**config.mk**
```make
export PLATFORM = sky130hd
export DESIGN_NAME = num_entry
export DESIGN_NICKNAME = d
export VERILOG_FILES = /design/src/rtl/calc_pkg.sv /design/src/rtl/num_entry.sv
export SDC_FILE = /design/constraint.sdc
export NUM_CORES = 1
export LEC_CHECK = 0
export CORE_MARGIN = 4
export CORE_UTILIZATION = 55
export DETAILED_ROUTE_END_ITERATION = 6
export GPL_TIMING_DRIVEN = 0
export PLACE_DENSITY = 0.79
export SLEW_MARGIN = 20
export SYNTH_ARGS = -nofsm -noshare
export SYNTH_HDL_FRONTEND = slang
export SYNTH_SLANG_ARGS = --single-unit
```
**constraint.sdc**
```tcl
create_clock -name clk_i -period 3.2 [get_ports clk_i]
set_clock_uncertainty 0.2 [all_clocks]
set_input_delay 0.64 -clock clk_i [delete_from_list [all_inputs] [get_ports clk_i]]
set_output_delay 0.64 -clock clk_i [all_outputs]
set_load 0.005 [all_outputs]
```
**src/rtl/calc_pkg.sv**
```systemverilog
// Shared calculator types: normalized number format, keypad codes and entry FSM states.
package calc_pkg;

  localparam int unsigned NumDigits = 8;
  localparam int unsigned SigWidth  = 4 * NumDigits;
  localparam int unsigned ExpWidth  = 8;
  localparam int unsigned CntWidth  = $clog2(NumDigits) + 1;

  typedef logic [3:0] bcd_t;

  // value = 0.d[N-1]..d[0] x 10^exponent, d[N-1] in sig[SigWidth-1 -: 4]
  typedef struct packed {
    logic                sign;
    logic                error;
    logic [ExpWidth-1:0] exponent;
    logic [SigWidth-1:0] sig;
  } num_t;

  typedef enum logic [3:0] {
    KEY_0     = 4'd0,
    KEY_1     = 4'd1,
    KEY_2     = 4'd2,
    KEY_3     = 4'd3,
    KEY_4     = 4'd4,
    KEY_5     = 4'd5,
    KEY_6     = 4'd6,
    KEY_7     = 4'd7,
    KEY_8     = 4'd8,
    KEY_9     = 4'd9,
    KEY_POINT = 4'd10,
    KEY_NEG   = 4'd11,
    KEY_CLEAR = 4'd12,
    KEY_BKSP  = 4'd13,
    KEY_ENTER = 4'd14
  } key_t;

  typedef enum logic [1:0] {
    S_ENTRY     = 2'd0,
    S_NORMALIZE = 2'd1,
    S_OUTPUT    = 2'd2
  } entry_state_e;

endpackage

```
**src/rtl/num_entry.sv**
```systemverilog
// Keypad operand builder: accumulates a decimal entry, left-justifies it on ENTER and
// offers the normalized operand on a valid/ready port.
module num_entry
  import calc_pkg::*;
(
  input  logic                clk_i,
  input  logic                rst_ni,
  input  key_t                key_i,
  input  logic                key_valid_i,
  output logic                key_ready_o,
  output num_t                num_o,
  output logic                num_valid_o,
  input  logic                num_ready_i,
  output logic [CntWidth-1:0] count_o
);

  entry_state_e        state_q, state_d;
  logic [SigWidth-1:0] sig_q, sig_d;
  logic                sign_q, sign_d;
  logic                pt_q, pt_d;
  logic [CntWidth-1:0] cnt_q, cnt_d;
  logic [CntWidth-1:0] intd_q, intd_d;
  logic [CntWidth-1:0] shift_q, shift_d;
  num_t                num_q, num_d;
  logic                num_valid_q, num_valid_d;
  logic                key_ready_q, key_ready_d;
  bcd_t                digit;

  assign digit = bcd_t'(key_i);

  always_comb begin
    state_d  = state_q;
    sig_d    = sig_q;
    sign_d   = sign_q;
    pt_d     = pt_q;
    cnt_d    = cnt_q;
    intd_d   = intd_q;
    shift_d  = shift_q;
    num_d    = num_q;

    unique case (state_q)
      S_ENTRY: begin
        if (key_valid_i && key_ready_q) begin
          case (key_i)
            KEY_0, KEY_1, KEY_2, KEY_3, KEY_4,
            KEY_5, KEY_6, KEY_7, KEY_8, KEY_9: begin
              // Full buffer drops the digit; a leading integer zero carries no value.
              if (cnt_q != CntWidth'(NumDigits) &&
                  !(digit == 4'd0 && cnt_q == '0 && !pt_q)) begin
                sig_d = {sig_q[SigWidth-5:0], digit};
                cnt_d = cnt_q + CntWidth'(1);
                if (!pt_q) intd_d = intd_q + CntWidth'(1);
              end
            end
            KEY_POINT: pt_d   = 1'b1;
            KEY_NEG:   sign_d = ~sign_q;
            KEY_CLEAR: begin
              sig_d  = '0;
              sign_d = 1'b0;
              pt_d   = 1'b0;
              cnt_d  = '0;
              intd_d = '0;
            end
            KEY_BKSP: begin
              // With no fraction digits yet, backspace removes the point itself.
              if (pt_q && cnt_q == intd_q) begin
                pt_d = 1'b0;
              end else if (cnt_q != '0) begin
                sig_d = {4'h0, sig_q[SigWidth-1:4]};
                cnt_d = cnt_q - CntWidth'(1);
                if (!pt_q) intd_d = intd_q - CntWidth'(1);
              end
            end
            KEY_ENTER: begin
              shift_d = cnt_q;
              state_d = S_NORMALIZE;
            end
            default: ;
          endcase
        end
      end

      S_NORMALIZE: begin
        if (shift_q != CntWidth'(NumDigits)) begin
          sig_d   = {sig_q[SigWidth-5:0], 4'h0};
          shift_d = shift_q + CntWidth'(1);
        end else begin
          state_d        = S_OUTPUT;
          num_d.sign     = sign_q && (sig_q != '0);
          num_d.error    = 1'b0;
          num_d.exponent = ExpWidth'(intd_q);
          num_d.sig      = sig_q;
        end
      end

      S_OUTPUT: begin
        if (num_valid_q && num_ready_i) begin
          state_d = S_ENTRY;
          sig_d   = '0;
          sign_d  = 1'b0;
          pt_d    = 1'b0;
          cnt_d   = '0;
          intd_d  = '0;
          shift_d = '0;
          num_d   = '0;
        end
      end

      default: state_d = S_ENTRY;
    endcase

    num_valid_d = (state_d == S_OUTPUT);
    key_ready_d = (state_d == S_ENTRY);
  end

  always_ff @(posedge clk_i or negedge rst_ni) begin
    if (!rst_ni) begin
      state_q     <= S_ENTRY;
      sig_q       <= '0;
      sign_q      <= 1'b0;
      pt_q        <= 1'b0;
      cnt_q       <= '0;
      intd_q      <= '0;
      shift_q     <= '0;
      num_q       <= '0;
      num_valid_q <= 1'b0;
      key_ready_q <= 1'b1;
    end else begin
      state_q     <= state_d;
      sig_q       <= sig_d;
      sign_q      <= sign_d;
      pt_q        <= pt_d;
      cnt_q       <= cnt_d;
      intd_q      <= intd_d;
      shift_q     <= shift_d;
      num_q       <= num_d;
      num_valid_q <= num_valid_d;
      key_ready_q <= key_ready_d;
    end
  end

  assign key_ready_o = key_ready_q;
  assign num_o       = num_q;
  assign num_valid_o = num_valid_q;
  assign count_o     = cnt_q;

endmodule
```
==> flow_metrics.py <==
metrics = {
    "finish": {
        "layout-drive-gt1-share_pct": 14.4,
        "finalInstanceArea_sq_um": 5660,
        "area_delta_synth_final_pct": 18.7,
        "mostFrequentLayoutCells": "86 x dfrtp_1, 49 x clkdlybuf4s50_1, 40 x nand2_1, 36 x a22o_1",
        "insertedDiodeCount": 0,
        "layout.cells.most_common": "dfrtp_1",
        "finish.net_count": 543,
    },
    "route": {
        "drt-pass1-iter-count": 5,
        "drcViolationCount": 0,
        "wl_per_cell_um": 18.7,
        "dr_total_vias": 3852,
        "totalWireLength_mm": 11.9,
        "drt_iter0_drc": 279,
        "detail-route-antenna-nets": 0,
        "via_per_inst": 6.09,
    },
    "cts": {
        "cts.root.buffer_cell": "clkbuf_8",
        "clock_tree_from_tritoncts": "built",
        "cts_buffers": 9,
        "worst_skew_pair.late_latency_ps": 370,
        "cts.hold.buffers_added": 0,
        "cts.htree.levels": 3,
        "cts_sinks": 87,
        "clock_path_buffers": 2,
        "path_clk_slew_ps": 90,
    },
    "yosys": {
        "netlist-cell-type-count": 57,
        "ys_ff_latch": 87,
        "syn_inst": 454,
        "synth_ff_type": "dfrtp_1",
        "post-synth-top-area-cell": "dfrtp_1",
        "synthArstFlopShare_pct": 100,
        "netlist_area_sq_um": 4760,
        "synth_top_cell_area_share_pct": 45.2,
        "yosysWarningCount": 0,
        "synth_area_leaders": "dfrtp_1 45%, mux2_4 8.2%, a22o_1 6.6%, a21oi_1 3.4%, o21ai_0 3.4%",
        "fraction_of_the_yosys_area_taken_by_sequential_cells_pct": 45.7,
        "postSynthAreaPerCell_sq_um": 10.5,
        "synth-edff-count": 0,
    },
    "sta": {
        "worst_slew_pin_slew_ps": 876,
        "hold-worst-slack_ps": 122,
        "finalHoldViolations": 0,
        "fmax_ghz": 0.329,
        "max_slew_margin_pct": 41.0,
        "layout_min_cycle_time_ps": 3040,
        "period_share_pct": 95.0,
        "final-setup-viol-count": 0,
        "finalMaxSlewViolations": 0,
        "rsz0062_at_grt": "no",
    },
    "floorplanning": {
        "floorplan.rows": 33,
        "io_pins": 56,
        "floorplan.core_area_sq_um": 8340,
        "die-width_um": 101,
        "fp.dieArea_sq_um": 10200,
        "die_height_um": 101,
        "initial_utilization_pct": 57.1,
    },
    "critical_path": {
        "timing.critical_path.arrival_ps": 3100,
        "reg2reg_to": "sig_q[21]",
        "nature_of_the_critical_path_startpoint": "input port",
        "crit_path_end_kind": "flip-flop",
        "worst_ep_required_time_ps": 3260,
        "rr_startpoint": "state_q[0]",
        "worst-path-max-fanout": 10,
        "timing.reg2reg.worst_path_depth": 9,
        "worst_reg2reg_setup_slack_ps": 380,
        "timing.setup.critical_path_class": "input port to flip-flop",
    },
    "flow_run": {
        "drv_cap": 0,
    },
    "pwr": {
        "vdd_ir_drop_max_mv": 0.472,
        "sw_frac_of_total_pct": 37.7,
        "p_sw_mw": 1.97,
        "power.share.sequential_pct": 40.3,
        "comb_power_share_pct": 44.2,
        "leakage_nw": 2.65,
        "design_power_total_mw": 5.22,
        "clockPowerShare_pct": 15.5,
        "internal-power_mw": 3.25,
        "pwr_dens_nw_per_um2": 923,
    },
    "place": {
        "globalplace.congestion": 0.888,
        "port_buffers": 50,
        "detailed_place.area_sq_um": 5430,
        "dpl.hpwl_mm": 8.23,
    },
    "min_path": {
        "timing.hold.worst.class": "input port to async pin",
    },
    "global_route": {
        "grt.overflow.total": 0,
        "via_count_of_the_first_global_routing_pass": 3874,
        "antenna_found_initial": 0,
        "grt.total_usage_pct": 24.5,
        "grt_first_pass_wirelength_mm": 19.8,
        "grt_max_degree": 57,
    },
    "status": {
        "result_of_the_run": "finished clean",
    },
}
synthesized netlist by cell type, types with 5 or more instances:
cell type   n
nand3_1     9
buf_4       5
nor2_1     18
nand2_1    40
o21ai_0    32
a21oi_1    32
mux2_2      8
clkbuf_1   20
mux2_4     26
ha_1       10
dfrtp_1    86
mux2i_1     8
nand2b_1    5
a22o_1     36
inv_1      18
nor4_1     11
and3_1     25
worst max path at each step:
stage / start / endpoint / slack, ps / cells after the start
finish: key_i[3] / count_o[3] / 160 / 10
global placement: rst_ni / num_o[29] / -1740 / 1
detailed placement: key_i[3] / count_o[3] / -380 / 10
global route: key_i[3] / count_o[3] / 40 / 10
CTS: key_i[3] / count_o[3] / 90 / 10
floorplan: key_i[1] / count_o[3] / 540 / 9
repair_timing:
item,CTS,global route
endpoints found under the setup margin,1,2
setup buffers,0,3
hold endpoints to repair,0,0
pin swaps,0,1
resized for setup,1,0
per-layer routing:
metal  routed length (um)  global-route usage [%]  vias up  share of wire, %
met3                  640                    3.32       28               5.4
met5                    0                       0        -                 0
met1                 5400                    34.7     1885                46
met2                 5580                    39.5      153                47
li1                     -                       -     1786                 -
met4                  233                    7.36        0               2.0
sequential cells by signal, summed over array words and instances (netlist names):
name and flops:
intd_q 4, pt_q 1, sign_q 1, state_q 2, shift_q 4, num_o 37
num_valid_o 1, key_ready_o 1, count_o 4, sig_q 32
worst max-delay path: stages:
cell and delay (ps):
clkdlybuf4s50_1 530, buf_2 240, nand4b_1 240, inv_2 230
ha_1 260, a21o_1 180, a21oi_1 300, mux2i_1 230
o21ai_0 90, a2bb2oi_1 140
kinds of logic (layout without fill, tap and decap cells):
family                     after synthesis  after routing  synth area share, %
DFF                                     87             87                 45.7
buffers and inverters                   52            122                 5.78
AOI/OAI and AO/OA                      128            128                 18.4
adders and majority gates               12             12                 3.47
muxes                                   42             42                 11.8
xor gates and xnor gates                 6              6                 1.10
other                                    1              5               0.0787
and+or+nand+nor                        126            126                 13.7
power groups by stage:
stage               clock (mW)  combinational (mW)  sequential (mW)
floorplan                    0                1.58             1.93
global placement             0                2.21             2.09
detailed placement           0                2.28             2.11
CTS                      0.813                2.31             2.09
global route             0.863                2.53             2.17
finish                   0.810                2.31             2.10
area by class of cell:
cell class,instances,area [sq um]
Buffer,34,208
Clock buffer,10,138
Clock inverter,6,67.6
Fill cell,655,2680
Inverter,18,67.6
Multi-Input combinational cell,319,2330
Sequential cell,87,2180
Tap cell,105,131
Timing Repair Buffer,54,541
metrics by stage:
step | util [%] | setup WS, ps | instances | TNS (ps)
finish | 67.8 | 161 | 633 | 0
global route | 67.8 | 39.1 | 633 | 0
CTS | 67.6 | 92.0 | 630 | 0
detailed placement | 65.1 | -379 | 614 | -641
global placement | 64.9 | -1740 | 613 | -150570
floorplan | - | 544 | 458 | 0
No activity file was read; power rests on OpenSTA's default activity.
